### src/rtl/apb_master_fsm.sv
// APB requester: turns single-word valid/ready commands into APB SETUP/ACCESS transfers
// and returns a one-cycle response pulse, with a wait-state timeout on every transfer.
module apb_master_fsm #(
  parameter int unsigned AWIDTH  = 4,
  parameter int unsigned DWIDTH  = 8,
  parameter int unsigned TIMEOUT = 15
) (
  input  logic              PCLK,
  input  logic              PRESET,
  input  logic              cmd_valid,
  output logic              cmd_ready,
  input  logic              cmd_write,
  input  logic [AWIDTH-1:0] cmd_addr,
  input  logic [DWIDTH-1:0] cmd_wdata,
  output logic              rsp_valid,
  output logic [DWIDTH-1:0] rsp_rdata,
  output logic              rsp_err,
  output logic              rsp_timeout,
  output logic              PSEL,
  output logic              PENABLE,
  output logic              PWRITE,
  output logic [AWIDTH-1:0] PADDR,
  output logic [DWIDTH-1:0] PWDATA,
  input  logic [DWIDTH-1:0] PRDATA,
  input  logic              PREADY,
  input  logic              PSLVERR
);

  localparam logic [7:0] TimeoutCnt = 8'(TIMEOUT);

  typedef enum logic [1:0] {StIdle, StSetup, StAccess} state_e;

  state_e              state_q, state_d;
  logic [7:0]          cnt_q, cnt_d;
  logic                pwrite_q, pwrite_d;
  logic [AWIDTH-1:0]   paddr_q, paddr_d;
  logic [DWIDTH-1:0]   pwdata_q, pwdata_d;
  logic                rsp_valid_q, rsp_valid_d;
  logic [DWIDTH-1:0]   rsp_rdata_q, rsp_rdata_d;
  logic                rsp_err_q, rsp_err_d;
  logic                rsp_timeout_q, rsp_timeout_d;

  assign cmd_ready   = (state_q == StIdle) && !PRESET;
  assign PSEL        = (state_q != StIdle);
  assign PENABLE     = (state_q == StAccess);
  assign PWRITE      = pwrite_q;
  assign PADDR       = paddr_q;
  assign PWDATA      = pwdata_q;
  assign rsp_valid   = rsp_valid_q;
  assign rsp_rdata   = rsp_rdata_q;
  assign rsp_err     = rsp_err_q;
  assign rsp_timeout = rsp_timeout_q;

  always_comb begin
    state_d       = state_q;
    cnt_d         = cnt_q;
    pwrite_d      = pwrite_q;
    paddr_d       = paddr_q;
    pwdata_d      = pwdata_q;
    // Response fields are zero except in the single cycle after completion.
    rsp_valid_d   = 1'b0;
    rsp_rdata_d   = '0;
    rsp_err_d     = 1'b0;
    rsp_timeout_d = 1'b0;
    unique case (state_q)
      StIdle: begin
        if (cmd_valid && cmd_ready) begin
          state_d  = StSetup;
          pwrite_d = cmd_write;
          paddr_d  = cmd_addr;
          pwdata_d = cmd_wdata;
        end
      end
      StSetup: begin
        state_d = StAccess;
        cnt_d   = 8'd0;
      end
      StAccess: begin
        // Completion wins over abort when PREADY arrives on the last allowed cycle.
        if (PREADY) begin
          state_d     = StIdle;
          rsp_valid_d = 1'b1;
          rsp_err_d   = PSLVERR;
          if (!pwrite_q && !PSLVERR) begin
            rsp_rdata_d = PRDATA;
          end
        end else if (cnt_q == TimeoutCnt) begin
          state_d       = StIdle;
          rsp_valid_d   = 1'b1;
          rsp_err_d     = 1'b1;
          rsp_timeout_d = 1'b1;
        end else begin
          cnt_d = cnt_q + 8'd1;
        end
      end
      default: state_d = StIdle;
    endcase
  end

  always_ff @(posedge PCLK) begin
    if (PRESET) begin
      state_q       <= StIdle;
      cnt_q         <= 8'd0;
      pwrite_q      <= 1'b0;
      paddr_q       <= '0;
      pwdata_q      <= '0;
      rsp_valid_q   <= 1'b0;
      rsp_rdata_q   <= '0;
      rsp_err_q     <= 1'b0;
      rsp_timeout_q <= 1'b0;
    end else begin
      state_q       <= state_d;
      cnt_q         <= cnt_d;
      pwrite_q      <= pwrite_d;
      paddr_q       <= paddr_d;
      pwdata_q      <= pwdata_d;
      rsp_valid_q   <= rsp_valid_d;
      rsp_rdata_q   <= rsp_rdata_d;
      rsp_err_q     <= rsp_err_d;
      rsp_timeout_q <= rsp_timeout_d;
    end
  end

endmodule

### config.mk
export PLATFORM = sky130hd
export DESIGN_NAME = apb_master_fsm
export DESIGN_NICKNAME = d
export VERILOG_FILES = /design/src/rtl/apb_master_fsm.sv
export SDC_FILE = /design/constraint.sdc
export NUM_CORES = 1
export LEC_CHECK = 0
export ABC_AREA = 1
export CORE_MARGIN = 2
export CORE_UTILIZATION = 35
export DETAILED_ROUTE_END_ITERATION = 7
export PLACE_DENSITY = 0.65
export SLEW_MARGIN = 20
export SYNTH_ARGS = -nofsm -noshare
export SYNTH_HDL_FRONTEND = slang
export SYNTH_SLANG_ARGS = --single-unit
### constraint.sdc
create_clock -name PCLK -period 2.5 [get_ports PCLK]
set_clock_uncertainty 0.05 [all_clocks]
set_input_delay 0.25 -clock PCLK [delete_from_list [all_inputs] [get_ports PCLK]]
set_output_delay 0.25 -clock PCLK [all_outputs]
set_load 0.02 [all_outputs]
## Yosys cells after proc, flatten, opt, wreduce, memory -nomap -nowiden

Cells that the tools add are included.
W data, S select, Z words.

| storage, ports and cells | value |
|---|---|
| logic and storage cells | 45 |
| bits in registers | 34 |
| input bits | 26 |

| cells by class | value |
|---|---|
| equality and inequality tests | 7 |
| reduce and logical (&&, ||, !) cells | 15 |
| multiplexer cells | 10 |
| bitwise logic cells | 3 |
| $add $sub $neg | 1 |

Operators with widths:

| kind | count |
|---|---|
| $mux W8 | 2 |
| $pmux W8 S2 | 1 |
| $add A8 B1 Y8 const B | 1 |
| $eq A8 B4 Y1 const B | 1 |
| $mux W2 | 3 |
| $pmux W2 S3 | 1 |
| $ne A2 B2 Y1 const B | 2 |
| $reduce_and A2 Y1 | 2 |
| $reduce_bool A2 Y1 | 2 |
| $reduce_or A4 Y1 | 1 |
| $logic_and A1 B1 Y1 | 3 |
| $logic_not A1 Y1 | 3 |
| $mux W1 | 3 |
| $ne A3 B1 Y1 const B | 1 |
| $not A1 Y1 | 3 |
| $reduce_and A3 Y1 | 1 |
| $reduce_or A3 Y1 | 1 |
| $eq A2 B1 Y1 const B | 1 |
| $eq A2 B2 Y1 const B | 1 |
| $logic_not A2 Y1 | 1 |
| $ne A2 B1 Y1 const B | 1 |
| $reduce_or A2 Y1 | 1 |

## Logic depth before layout (Yosys ltp)

| logic depth | value |
|---|---|
| word-level depth | 5 |
| mapped depth | 10 |
| depth with buffers taken out | 10 |

## Worst setup path after synthesis

No wires, ideal clock.

| timing | value |
|---|---|
| path kind | register to register |
| from | register state_q[0] |
| to | register paddr_q[2] (netlist: PADDR[2]) |
| arrival time | 1,331 ps |
| stages on the path, launching flop included | 9 |
| buffers on the path | 1 |
| setup slack | 1,005 ps |
| cells stage by stage | dfxtp_1 > inv_1 > ha_1 > inv_1 > nor2_2 > nand2_2 > buf_2 > nand3_1 > nand2_1 |

| between the ends | value |
|---|---|
| cells in the longest elaborated chain, start to end | 4 |

RTL lines:

| what | line | source |
|---|---|---|
| start: declaration | 33 | `state_e state_q, state_d;` |
| start signal: assignment | 102 | `state_q <= StIdle;` |
| start signal: assignment | 112 | `state_q <= state_d;` |
| $logic_not A2 Y1 | 43 | `assign cmd_ready = (state_q == StIdle) && !PRESET;` |
| $logic_and A1 B1 Y1 | 43 |  |
| net cmd_ready | 11 | `output logic cmd_ready,` |
| $logic_and A1 B1 Y1 | 67 | `if (cmd_valid && cmd_ready) begin` |
| $reduce_and A2 Y1 (no line) | n/a |  |
| end signal: assignment | 115 | `paddr_q <= paddr_d;` |
| end: declaration | 36 | `logic [AWIDTH-1:0] paddr_q, paddr_d;` |

The timed path passes the listed nets, and every way through them passes these cells.
A chain may end at the register's enable or synchronous reset.

## Worst setup path in the final report

| timing | value |
|---|---|
| from | register state_q[1] |
| to | output cmd_ready |

| between the ends | value |
|---|---|
| cells in the longest elaborated chain, start to end | 2 |

RTL lines:

| what | line |
|---|---|
| $logic_not A2 Y1 | 43 |
| $logic_and A1 B1 Y1 | 43 |
| end: declaration | 11 |

Every way passes these cells.

==> impl_results.md <==
* Row cnt at 23
* Net Count, Synth at 224
* Static Leak at between 0.9 and 1 nW
* Crit path kind: reg2out
* Chip Width at 68.5 microns
* MaxCap Viol Count at 0
* H-tree levels at 2
* Status: finished clean
* Max clock buf depth at 2
* Met3 WL post-DR at between 200 and 250 microns
* IO Pins at 53
* Fill cells at approximately 380
* Pwr Density at roughly 570 mW/mm^2
* Syn. warnings at 0
* Die footprint at between 0.004 and 0.005 sq mm
* Initial Util at 0.364
* Relative slew slack at 0.786
* Peak supply drop at ~0.43 mV
* Finished Cell Area at approximately 0.0021 sq mm
* Post-route ant nets at 0
* Req. time, crit path at 2200 ps
* Final #Nets at 280
* Final hold violation count at 0
* Synthesized cell area at roughly 0.0015 sq mm
* Post-DP Area at around 0.0020 sq mm
* Max Transition Viols Final at 0
* Diodes inserted at 0
* Setup TNS at 0 ps
* Minimum clock period at roughly 1900 ps
* Most frequent CP cell: inv_1
* Average cell area after synthesis at roughly 7.5 sq um
* Slowest CP cell: clkdlybuf4s50_1
* Drt pass-1 iters at 4
* Routed len/inst at 10.0 microns
* DRT iter0 DRCs at 56
* Area growth syn-to-layout at 45.5%
* CP Max Fanout at 3
* CTS resizes at 0
* Clock-pin slew on the worst setup and hold paths at roughly 70 ps
* Met2 wire len at between 1000 and 1500 microns
* CTS root buf: clkbuf_8
* Core Area at approximately 0.0040 sq mm
* RSZ-0062 raised after global routing: false
* Endpoints failing setup at 0
* CP Cell Sequence: inv_1 > ha_1 > inv_1 > nor2_2 > clkdlybuf4s50_1
* Via density at between 4 and 5
* Worst setup SP type: register
* CP Capture Type: output pin
* CTS tree: yes
* Multi-input gate area at ~640 sq um
* Yosys reg bits at 34
* Post-synthesis sequential area ratio at 0.468
* Fin crit share at 0.779
* Vias in the first global route at about 1,200
* Residual DRC count at 0
* Yosys cell types at 26
* Highest metal used: met4
* Worst Hold Class: reg2reg
* Max Freq at roughly 0.51 GHz
* DP HPWL at ~2200 microns
* Tot GR Track Use at 0.142
* Skew-Pair Late Insertion Delay at 280 ps
* Share of cells above drive strength 1 at 0.0956
* WL final at about 3000 microns
* Met1 WL at approximately 1300 microns
* Post-synthesis cell count at 194
* Slew @ Worst Pin at between 300 and 400 ps
* Sequential standard cell area at roughly 680 sq um
* Die Ht at 68.5 microns
* WP data arrival at 1650 ps
* CTS Buf Count at 5
* CTS hold repair buffers at 0
* First-pass GRT wire length at 4970 microns
* RD Place Congestion at around 0.81
* Utilization after layout at 0.529
* Initial antenna violation count at 0
* Clock sink total at 34
* Pin count of the biggest net entering global routing at 18
* Remaining Overflow, GRT at 0
* Post-CTS Setup Inserts at 0
* Largest stage delay, worst path at approximately 620 ps
* Vias at 1,312
* Buffers added on ports at 52
-- layout by cell type, fill, tap and decap left out, types with 2 or more instances in the layout --
cell type | netlist | routed
nor2_4 | 2 | 2
a21oi_1 | 3 | 3
o21ai_0 | 4 | 4
nor2_1 | 15 | 15
clkdlybuf4s50_1 | 0 | 52
nand3_1 | 20 | 20
ha_1 | 4 | 4
dfxtp_1 | 34 | 34
clkbuf_8 | 0 | 6
nand4_1 | 4 | 4
inv_1 | 28 | 28
inv_2 | 3 | 3
nand2_1 | 57 | 57
nor2_2 | 3 | 3
nor3_1 | 2 | 2
nand2_2 | 3 | 3
-- worst max-delay path, delay by kind of cell, from the launching register on --
family,cells,cell delay (ps)
AND/OR/NAND/NOR,1,120
adder cells (fa/ha/maj),1,170
buffers and inverters,3,760
flip-flops,1,330
-- metal layers --
layer | global-route usage | vias up
li1 | - | 712
met1 | 0.169 | 557
met2 | 0.233 | 39
met3 | 0.0411 | 4
met4 | 0.0675 | 0
met5 | 0 | -
-- sequential cells by signal, summed over array words and instances (netlist names) --
| register | count |
|---|---|
| PADDR | 4 |
| PWDATA | 8 |
| PWRITE | 1 |
| cnt_q | 8 |
| rsp_err | 1 |
| rsp_rdata | 8 |
| rsp_timeout | 1 |
| rsp_valid | 1 |
| state_q | 2 |
-- cell type report --
class / instances / share of cell area
Sequential cell: 34 / 0.322
Tap cell: 50 / 0.0296
Timing Repair Buffer: 52 / 0.246
Clock inverter: 2 / 0.00591
Multi-Input combinational cell: 125 / 0.301
Clock buffer: 6 / 0.0390
Inverter: 32 / 0.0567
-- report_power, final --
group	switching [mW]	internal, mW
registers	0.0159	0.567
clock network	0.194	0.221
logic	0.106	0.0993
-- worst paths after layout --
kind	slack [ps]	startpoint	cells past startpoint	end
hold / removal	420	PWDATA[3]	2	PWDATA[3]
setup / recovery	550	state_q[1]	5	cmd_ready
hold reg to reg	420	PWDATA[3]	2	PWDATA[3]
setup reg to reg	950	state_q[1]	8	state_q[0]
-- Yosys cell counts --
library cell,instances,area [sq um]
clkbuf_1,1,3.75
nand2_4,1,11.3
ha_1,4,50.1
clkinv_1,1,3.75
o31ai_1,1,7.51
buf_4,1,7.51
nor2_4,2,22.5
a21oi_1,3,15.0
nand3_2,1,10.0
inv_2,3,11.3
nand3_1,20,100
nor2_2,3,18.8
nand2_2,3,18.8
dfxtp_1,34,681
inv_1,28,105
nor2_1,15,56.3
o21ai_0,4,20.0
nand4_4,1,21.3
nor3_1,2,10.0
buf_2,1,5.00
o21ai_1,1,5.00
nand3_4,1,17.5
a21oi_2,1,8.76
nand2_1,57,214
nand4_1,4,25.0
a31oi_1,1,6.26
-- per-stage QoR --
step | instances | power [mW] | setup slack [ps] | hold slack, ps
2_1_floorplan | 194 | 0.703 | 1010 | 262
3_3_place_gp | 293 | 0.801 | 583 | 404
3_5_place_dp | 293 | 0.801 | 556 | 412
4_1_cts | 301 | 1.22 | 537 | 422
5_1_grt | 301 | 1.27 | 443 | 428
6_report | 301 | 1.20 | 554 | 417
-- cells by family after synthesis --
group | share of synthesized area
buffers and inverters | 0.0937
and+or+nand+nor | 0.361
AOI/OAI and AO/OA | 0.0430
DFF | 0.468
adders and majority gates | 0.0344
No activity file was read; power rests on OpenSTA's default activity.
